===== config.mk =====
export PLATFORM = sky130hd
export DESIGN_NAME = register_file_sb
export DESIGN_NICKNAME = d
export VERILOG_FILES = /design/src/rtl/register_file_sb.sv
export SDC_FILE = /design/constraint.sdc
export NUM_CORES = 1
export LEC_CHECK = 0
export ABC_CLOCK_PERIOD_IN_PS = 4600
export CAP_MARGIN = 20
export CORE_MARGIN = 2
export CORE_UTILIZATION = 61
export CTS_CLUSTER_SIZE = 28
export DETAILED_ROUTE_END_ITERATION = 12
export PLACE_DENSITY = 0.81
export SLEW_MARGIN = 40
export SYNTH_ARGS = -nofsm -noshare
export SYNTH_HDL_FRONTEND = slang
export SYNTH_SLANG_ARGS = --single-unit
export TNS_END_PERCENT = 1

===== constraint.sdc =====
create_clock -name clk -period 4.6 [get_ports clk]
set_input_delay 1.15 -clock clk [delete_from_list [all_inputs] [get_ports clk]]
set_output_delay 1.15 -clock clk [all_outputs]
set_load 0.05 [all_outputs]

===== src/rtl/register_file_sb.sv =====
// rtl/register_file_sb.sv - parametrised register file with write bypass, optional zero register and pending scoreboard
module register_file_sb #(
  parameter int DATA_W   = 20,
  parameter int ADDR_W   = 4,
  parameter int NUM_RD   = 2,
  parameter int BYPASS   = 1,
  parameter int ZERO_REG = 0
) (
  input  logic                       clk,
  input  logic                       reset,
  input  logic [DATA_W-1:0]          write,
  input  logic [ADDR_W-1:0]          w_select,
  input  logic                       w,
  input  logic [NUM_RD*ADDR_W-1:0]   r_select,
  output logic [NUM_RD*DATA_W-1:0]   read,
  input  logic                       claim,
  input  logic [ADDR_W-1:0]          claim_select,
  output logic [NUM_RD-1:0]          r_pending,
  output logic [(2**ADDR_W)-1:0]     pending_vec
);

  localparam int DEPTH = 2**ADDR_W;
  localparam bit BYP   = (BYPASS != 0);
  localparam bit ZREG  = (ZERO_REG != 0);

  logic [DATA_W-1:0] regs [DEPTH];
  logic [DEPTH-1:0]  pending;
  logic [DEPTH-1:0]  pending_nxt;
  logic              wr_en;

  assign wr_en = w && !(ZREG && (w_select == '0));

  // Claim is applied after the write clear so a same-cycle new producer keeps the entry pending.
  always_comb begin
    pending_nxt = pending;
    if (w) pending_nxt[w_select] = 1'b0;
    if (claim) pending_nxt[claim_select] = 1'b1;
    if (ZREG) pending_nxt[0] = 1'b0;
  end

  always_ff @(posedge clk) begin
    if (!reset) begin
      for (int i = 0; i < DEPTH; i++) regs[i] <= '0;
      pending <= '0;
    end else begin
      if (wr_en) regs[w_select] <= write;
      pending <= pending_nxt;
    end
  end

  // Forwarding is gated by reset so a write being discarded by reset is never visible.
  always_comb begin
    logic [ADDR_W-1:0] s;
    logic              fwd;
    read      = '0;
    r_pending = '0;
    for (int k = 0; k < NUM_RD; k++) begin
      s   = r_select[k*ADDR_W +: ADDR_W];
      fwd = BYP && reset && w && (w_select == s);
      if (ZREG && (s == '0)) begin
        read[k*DATA_W +: DATA_W] = '0;
        r_pending[k]             = 1'b0;
      end else begin
        read[k*DATA_W +: DATA_W] = fwd ? write : regs[s];
        r_pending[k]             = pending[s] && !fwd;
      end
    end
  end

  assign pending_vec = pending;

endmodule


# After elaboration in Yosys (flattened, before gate mapping)
# Memory sizes are Yosys's and may differ from the RTL's.
# Cells that the tools add are included.
dict set report classes {
  n_mux 19
  reduce_logical 10
  n_eq_ne 2
  bitwise_logic 3
  magnitude_cmp 6
}
# op n
set op_table {}
lappend op_table {{2-to-1 mux 20 bit} 3}
lappend op_table {{2-to-1 mux 16 bit} 2}
lappend op_table {{< comparator 4 x 5 -> 1 bit (second input constant)} 4}
lappend op_table {{OR reduction 20 bit} 1}
lappend op_table {{bitwise AND 16 bit} 1}
lappend op_table {{inverter 16 bit} 1}
lappend op_table {{OR 16 bit} 1}
lappend op_table {{2-to-1 mux 1 bit} 9}
lappend op_table {{binary-select mux 1 bit (select 4 bit)} 2}
lappend op_table {{demux 1 bit (select 4 bit)} 2}
lappend op_table {{equality test 4 bit} 2}
lappend op_table {{greater-or-equal comparator 4 x 1 -> 1 bit (second input constant)} 2}
lappend op_table {{logical AND 1 bit} 7}
lappend op_table {{2-to-1 mux 4 bit} 1}
lappend op_table {{zero test 1 bit} 2}
dict set report totals {
  ramBits 320
  ff_bits 16
  out_inout_bits 58
  wordCells 42
  n_memories 1
}
# memory words width read_ports rd_ports_with_merged_regs wr line_no
set memory_table {}
lappend memory_table {regs 16 20 2 0 16 26} ;# logic [DATA_W-1:0] regs [DEPTH];

# Longest topological paths before layout
# Gate-level depths: netlist of run 1.
dict set report logic_depth {
  depth_word 9
  ltp_mapped 7
}

# Worst setup path after synthesis of run 1
# No wires, ideal clock.
dict set report synth_timing {
  kind {input to output}
  start {input port r_select[4]}
  end {output port r_pending[1]}
  arrival_time_ps 2679
  path_buffers 3
  stages 6
  setup_slack_ps 771
  cell_sequence {buf_6 buf_12 buf_12 mux4_1 mux2_2 o211a_1}
}
dict set report synth_via {
  elab_chain_len 4
}
# element line_no
set synth_rtl {}
lappend synth_rtl {{start: declaration} 14} ;# input logic [NUM_RD*ADDR_W-1:0] r_select,
lappend synth_rtl {{parallel branches: the longest is 3 deep, another holds binary-select mux 1 bit (select 4 bit)} n/a}
lappend synth_rtl {{logical AND 1 bit (*)} 65} ;# r_pending[k] = pending[s] && !fwd;
lappend synth_rtl {{end: declaration} 18} ;# output logic [NUM_RD-1:0] r_pending,
# Every way passes the cells marked *. The select of a mux whose other input is x is not followed.

# Worst setup path in the final report of run 1
dict set report layout_timing {
  start {input port r_select[4]}
  end {output port read[27]}
}
dict set report layout_via {
  elab_chain_len 3
}
# element line_no
set layout_rtl {}
lappend layout_rtl {{parallel branches: the longest is 2 deep, another holds memory (16 x 20 bit)} n/a}
lappend layout_rtl {{2-to-1 mux 20 bit (*)} 64} ;# read[k*DATA_W +: DATA_W] = fwd ? write : regs[s];
lappend layout_rtl {{end: declaration} 15} ;# output logic [NUM_RD*DATA_W-1:0] read,
# Every way passes the cells marked *.

==> metrics.csv, run 1 <==
stage;metric;value;unit
die;Initial Util;61.79;%
synth;Syn Std Cell Area;18900;sq um
sta;Final setup violation count;0;
sta;Final period util;93.10;%
cts;hold-fix buffer count after cts;0;
sta;RSZ-0062 raised after global routing;false;
critical_path;worst reg-to-reg path cell count;2;
power_and_ir_drop;Leakage;8.109;nW
cts;Setup Fix Bufs, Post-CTS;0;
die;die height;180.0;um
place;total placed cells including tap cells;1658;
route;DRC errors left;0;
synth;FF+latch count, synth;336;
power_and_ir_drop;combinational share of power;18.3;%
critical_path;startpoint types;input port;
final_layout;fillers;1987;
critical_path;worst setup path class;in2out;
synth;Avg Inst Size Synth;15.63;sq um
cts;PostCTS Resize Cnt;0;
cts;clk root buf;clkbuf_16;
global_routing;pin count of the biggest net entering global routing;44;
sta;setup TNS;0;ns
sta;worst-margin pin slew;0.8913;ns
critical_path;critical path arrival;3.13;ns
sta;min cycle time layout;4.283;ns
global_routing;first-pass GRT wire length;75.22;mm
worst_hold_path;min-delay src;pending_vec[14];
final_layout;# nets final;1340;
critical_path;Worst R2R End;pending_vec[6];
global_routing;GR Util All Layers;31.41;%
synth;post-synthesis sequential area ratio;52.54;%
route;initial DRC count;1339;
final_layout;layout cell share with drive strength beyond 1;26.57;%
power_and_ir_drop;net switching power figure;1.982;mW
die;die width;180.0;um
sta;Max Slew Vio Count;0;
critical_path;crit path capture type;output pin;
cts;Inserted Clock Buffers;36;
die;die area;32410;sq um
cts;worst-case clock buffer depth;3;
cts;CTS H-Tree Depth;2;
route;vias per cell;6.780;
cts;CTS tree;built;
route;Via Count;11680;
route;drt wl/cell;29.26;um
worst_hold_path;worst hold endpoint;pending_vec[14];
power_and_ir_drop;Switching Share;26.00;%
cts;Worst-Skew Late Latency;0.51;ns
sta;headroom to the max-slew limit;40.57;%
route;DR pass1 iterations;5;
flow_run;max-cap viol count;0;
die;I/O Pins;98;
sta;Fin. Hold Viols;0;
place;I/O Buffers;97;
final_layout;Area Growth Syn to Fin;15.28;%
critical_path;crit path from;r_select[4];
die;core area;30590;sq um
synth;Post-Syn Nets;1249;
critical_path;Crit Reg-Reg Startpoint;pending_vec[6];
power_and_ir_drop;Total Power;7.622;mW
route;final wirelength;50.39;mm
place;Final GP Congestion;0.8612;
synth;Yosys cell types;30;
sta;Worst Skew;0;ns
critical_path;r2r setup slk;3.87;ns
synth;cell count after synthesis;1209;
synth;Synth area leaders;edfxtp_1 (51%), mux4_2 (15%), and2_1 (11%);
global_routing;gr ovfl total;0;
cts;CTS sink count;336;
worst_hold_path;Worst Hold Path Cells;2;
power_and_ir_drop;Power Density;349.8;nW/um^2
critical_path;WP data required;3.45;ns
power_and_ir_drop;clock share of power;34.2;%
synth;Synth top area share;50.84;%
cts;Worst-path clk slew;0.05;ns
power_and_ir_drop;Sequential Power Share;47.5;%
final_layout;Final Non-Filler Cells;1722;
route;post-route ant nets;0;
critical_path;Worst Path Max Fanout;12;
power_and_ir_drop;Worst IR Drop VDD;0.0002630;V
die;placement row count;64;
global_routing;vias in the first global route;12230;
synth;Synth area leader;edfxtp_1;
sta;Peak Freq;233.5;MHz
synth;warnings from Yosys;0;
global_routing;initial antenna violation count;0;
power_and_ir_drop;cell-internal power;5.640;mW
outcome;status;finished clean;
worst_hold_path;worst min path class;reg2reg;
place;Final HPWL DP;30.88;mm
## layer usage
layer	vias to the layer above	global-route usage [%]	part of all wire (%)
met5	-	0	0
met4	0	12.03	3.6
met3	143	6.103	10
met2	762	51.72	49
met1	5917	42.07	37
li1	4854	-	-
## cells in the mapped netlist (all sizes together)
cell,instances
nor2,15
inv,16
o22ai,16
xnor2,6
nand2b,4
nand3,3
edfxtp,320
clkbuf,69
nand2,6
mux4,168
or2,4
mux2,42
nor3,4
and2,320
or3b,2
dfxtp,16
nand3b,6
o21ai,16
xor2,2
nand4,3
mux2i,122
buf,47
o211a,2
## critical path, stage by stage
cell     delay (ns)
buf_4          0.27
buf_4          0.32
mux4_2         0.54
mux2i_1        0.26
mux2i_1        0.12
mux2_2         0.31
buf_12         0.15
## flip-flops by register name, summed over array words and instances, names as in the netlist
| signal | flops |
|---|---|
| pending_vec | 16 |
| regs | 320 |
## worst max-delay path by stage
stage                              end  slack [ns]
after floorplan           r_pending[1]        0.77
after global placement        read[27]        0.35
after detailed placement      read[27]        0.32
after CTS                     read[27]        0.30
after global routing           read[0]        0.25
final                         read[27]        0.32
## cells by family (layout without fill, tap and decap cells)
group / after synthesis / after routing / synth area share (%)
flops: 336 / 336 / 52.54
xor+xnor: 8 / 8 / 0.3707
other cells: 0 / 1 / 0
buf+inv: 132 / 248 / 3.833
simple gates: 367 / 367 / 11.89
mux: 332 / 332 / 30.31
compound gates: 34 / 34 / 1.059
## placed cells by master, fill, tap and decap left out
cell | netlist | layout
and2_1 | 320 | 320
edfxtp_1 | 320 | 320
mux4_2 | 122 | 122
mux2i_1 | 122 | 122
buf_4 | 4 | 74
clkdlybuf4s50_1 | 0 | 47
mux4_1 | 46 | 46
buf_12 | 10 | 44
clkbuf_16 | 0 | 37
mux2_4 | 21 | 21
mux2_2 | 21 | 21
inv_1 | 16 | 16
o22ai_1 | 16 | 16
dfxtp_1 | 16 | 16
nor2_1 | 15 | 15
o21ai_2 | 0 | 14
clkinv_1 | 0 | 13
clkbuf_1 | 69 | 8
xnor2_1 | 6 | 6
nand2_1 | 6 | 6
nand3b_1 | 6 | 6
nand2b_1 | 4 | 4
nor3_2 | 0 | 4
clkinv_2 | 0 | 4
buf_2 | 17 | 4
nand4_1 | 3 | 3
nand3_1 | 3 | 3
xor2_1 | 2 | 2
or2_2 | 2 | 2
o21ai_4 | 0 | 2
o211a_1 | 2 | 2
or2_1 | 2 | 2
or3b_2 | 2 | 2
diode_2 | 0 | 1
clkinvlp_4 | 0 | 1
## layout make-up
| type | instances | area, sq um | area share [%] |
|---|---|---|---|
| antenna | 1 | 2.502 | 0.01149 |
| multi-input combinational | 741 | 8342 | 38.29 |
| inverter | 16 | 60.06 | 0.2756 |
| clock buffer | 45 | 955.9 | 4.387 |
| sequential | 336 | 9930 | 45.57 |
| tap | 396 | 495.5 | 2.274 |
| clock inverter | 18 | 76.32 | 0.3503 |
| timing repair buffer | 169 | 1927 | 8.843 |
## per-stage QoR
step | worst slack, ns | util (%) | hold slack, ns | instance area (sq um)
floorplan | 0.7712 | - | 0.7002 | 18900
global placement | 0.3509 | 67.80 | 0.4923 | 20740
detailed placement | 0.3155 | 67.80 | 0.4954 | 20740
CTS | 0.2982 | 71.17 | 0.5125 | 21770
global route | 0.2505 | 71.22 | 0.5286 | 21790
finish | 0.3173 | 71.23 | 0.5190 | 21790
## power by group through the flow
stage                     clock (mW)  combinational [mW]  sequential (mW)
after floorplan                    0               0.889             3.65
after global placement             0                1.37             3.66
after detailed placement           0                1.38             3.68
after CTS                       2.60                1.39             3.61
after global routing            2.73                1.45             3.64
final                           2.61                1.39             3.62
(Power assumes the default switching activity.)
==> run 2: changes to the inputs <==
SLEW_MARGIN = 20   (was 40)
==> run 2 against run 1 <==
Against the previous run:
- via count is 0.77% higher
- critical path depth unchanged
- sequential cell count unchanged
- core utilization is 0.057 points lower
- wire length is essentially flat
- worst hold slack improved by 0.0021 ns
- non-clock buffer count unchanged
- final cell count about the same
- combinational power hardly changed
- global-route usage unchanged
- largest cell class unchanged
- largest power group unchanged
==> metrics.csv, run 2 (synthesized netlist as in run 1, its figures left out) <==
stage;metric;value;unit;change
final_layout;layout cell share with drive strength beyond 1;26.57;%;unchanged
critical_path;r2r setup slk;3.84;ns;-0.03 ns
critical_path;crit path capture type;output pin;;
flow_run;max-cap viol count;0;;unchanged
route;final wirelength;50.43;mm;about the same
global_routing;initial antenna violation count;0;;unchanged
critical_path;crit-path max cell delay;0.54;ns;about the same
cts;Worst-Skew Late Latency;0.52;ns;about the same
power_and_ir_drop;Power Density;349.9;nW/um^2;about the same
global_routing;GR Util All Layers;31.41;%;unchanged
final_layout;Top reg by flops;regs;;
die;die area;32410;sq um;unchanged
critical_path;Worst Path Max Fanout;12;;unchanged
die;Initial Util;61.79;%;unchanged
cts;CTS tree;built;;
critical_path;worst setup path class;in2out;;
cts;Worst-path clk slew;0.06;ns;about the same
critical_path;WP data required;3.45;ns;about the same
die;core area;30590;sq um;unchanged
critical_path;Crit Reg-Reg Startpoint;pending_vec[6];;
sta;Final setup violation count;0;;unchanged
worst_hold_path;worst min path class;reg2reg;;
sta;Worst Skew;0;ns;unchanged
power_and_ir_drop;Switching Share;25.98;%;-0.027 points
critical_path;worst path bufs/invs;3;;unchanged
final_layout;design area;21770;sq um;about the same
worst_hold_path;worst hold endpoint;pending_vec[14];;
route;post-route ant nets;0;;unchanged
power_and_ir_drop;Sequential Power Share;47.5;%;about the same
cts;CTS H-Tree Depth;2;;unchanged
sta;Peak Freq;231.8;MHz;-0.71%
sta;Fin. Hold Viols;0;;unchanged
place;placed cell area;20740;sq um;unchanged
final_layout;max reg flops;320;;unchanged
global_routing;pin count of the biggest net entering global routing;44;;unchanged
route;DR pass1 iterations;7;;+2
route;vias per cell;6.837;;+0.83%
sta;Max Slew Vio Count;0;;unchanged
final_layout;most frequent cells in the layout;and2_1 (320), edfxtp_1 (320), mux4_2 (122), mux2i_1 (122), buf_4 (74);;
cts;worst-case clock buffer depth;3;;unchanged
place;Final HPWL DP;30.88;mm;unchanged
sta;min cycle time layout;4.313;ns;+0.03069 ns
die;I/O Pins;98;;unchanged
route;DRC errors left;0;;unchanged
cts;PostCTS Resize Cnt;0;;unchanged
power_and_ir_drop;cell-internal power;5.639;mW;about the same
critical_path;worst reg-to-reg path cell count;2;;unchanged
global_routing;vias in the first global route;12230;;unchanged
place;pre-CTS setup slack;0.3155;ns;unchanged
place;I/O Buffers;97;;unchanged
sta;final setup margin;0.2866;ns;-0.03069 ns
power_and_ir_drop;net switching power figure;1.979;mW;-0.15%
cts;Inserted Clock Buffers;36;;unchanged
outcome;status;finished clean;;
critical_path;Worst R2R End;pending_vec[6];;
global_routing;first-pass GRT wire length;75.22;mm;unchanged
critical_path;Slowest-stage cell, CP;mux4_2;;
die;die height;180.0;um;unchanged
cts;clk root buf;clkbuf_16;;
cts;hold-fix buffer count after cts;0;;unchanged
sta;Final period util;93.77;%;+0.67 points
critical_path;startpoint types;input port;;
die;placement row count;64;;unchanged
power_and_ir_drop;Worst IR Drop VDD;0.0002613;V;-0.65%
power_and_ir_drop;combinational share of power;18.3;%;about the same
cts;CTS sink count;336;;unchanged
sta;RSZ-0062 raised after global routing;false;;
critical_path;delay-heaviest family, CP;multiplexers;;
power_and_ir_drop;Leakage;8.107;nW;about the same
final_layout;diodes inserted;0;;-1
sta;setup TNS;0;ns;unchanged
worst_hold_path;Worst Hold Path Cells;2;;unchanged
global_routing;gr ovfl total;0;;unchanged
cts;Setup Fix Bufs, Post-CTS;0;;unchanged
final_layout;# nets final;1340;;unchanged
die;die width;180.0;um;unchanged
sta;headroom to the max-slew limit;36.67;%;-3.9 points
sta;worst-margin pin slew;0.9498;ns;+0.05856 ns
power_and_ir_drop;clock share of power;34.2;%;about the same
route;initial DRC count;1386;;+3.5%
place;Final GP Congestion;0.8612;;unchanged
critical_path;critical path arrival;3.16;ns;+0.03 ns
route;drt wl/cell;29.30;um;+0.14%
final_layout;Area Growth Syn to Fin;15.19;%;about the same
worst_hold_path;min-delay src;pending_vec[14];;
route;Via Count;11770;;+0.77%
critical_path;crit path cell chain;buf_4 -> buf_4 -> mux4_2 -> mux2i_1 -> mux2i_1 -> mux2_2 -> buf_12;;
final_layout;Core Util, Final;71.17;%;about the same
[run 2: cell types whose count changed in the layout (fill, tap and decap cells not counted)]
| cell | before | now |
|---|---|---|
| o21ai_2 | 14 | 16 |
| o21ai_4 | 2 | 0 |
| diode_2 | 1 | 0 |
[run 2: cell type report]
type	count	area [sq um]
flip-flops and latches	336	9930
fillers	1983	8818
multi-input cells	741	8327
repair buffers	169	1927
clock buffers	45	955.9
well taps	396	495.5
clock inverters	18	76.32
inverters	16	60.06
[run 2: worst max path at each step]
stage,endpoint,start,cells after the start,slack (ns)
floorplan,r_pending[1],r_select[4],6,0.77
global placement,read[27],r_select[4],7,0.35
detailed placement,read[27],r_select[4],7,0.32
CTS,read[27],r_select[4],7,0.30
global route,read[0],r_select[0],7,0.25
finish,read[27],r_select[4],7,0.29
[run 2: layer usage]
layer  part of all wire (%)  vias up  GRT usage (%)  wire [um]
met5                      0        -              0          0
met4                    4.0        0          12.03       2012
met3                     11      167          6.103       5437
met2                     49      853          51.72      24610
met1                     36     5893          42.07      18370
li1                       -     4853              -          -
[run 2: worst register-to-register path, cell delays in order (launching register included)]
cell and delay (ns):
dfxtp_1 0.41, inv_1 0.07, o22ai_1 0.20
[run 2: through the flow]
stage               power, mW  hold slack, ns  instances
global route            7.811          0.5286       1721
global placement        5.022          0.4923       1658
finish                  7.618          0.5211       1721
floorplan               4.544          0.7002       1209
CTS                     7.607          0.5125       1721
detailed placement      5.061          0.4954       1658
[run 2: power by group through the flow]
stage               logic (mW)  clock network (mW)  registers (mW)
finish                    1.39                2.61            3.62
global route              1.45                2.73            3.64
CTS                       1.39                2.60            3.61
detailed placement        1.38                   0            3.68
global placement          1.37                   0            3.66
floorplan                0.889                   0            3.65
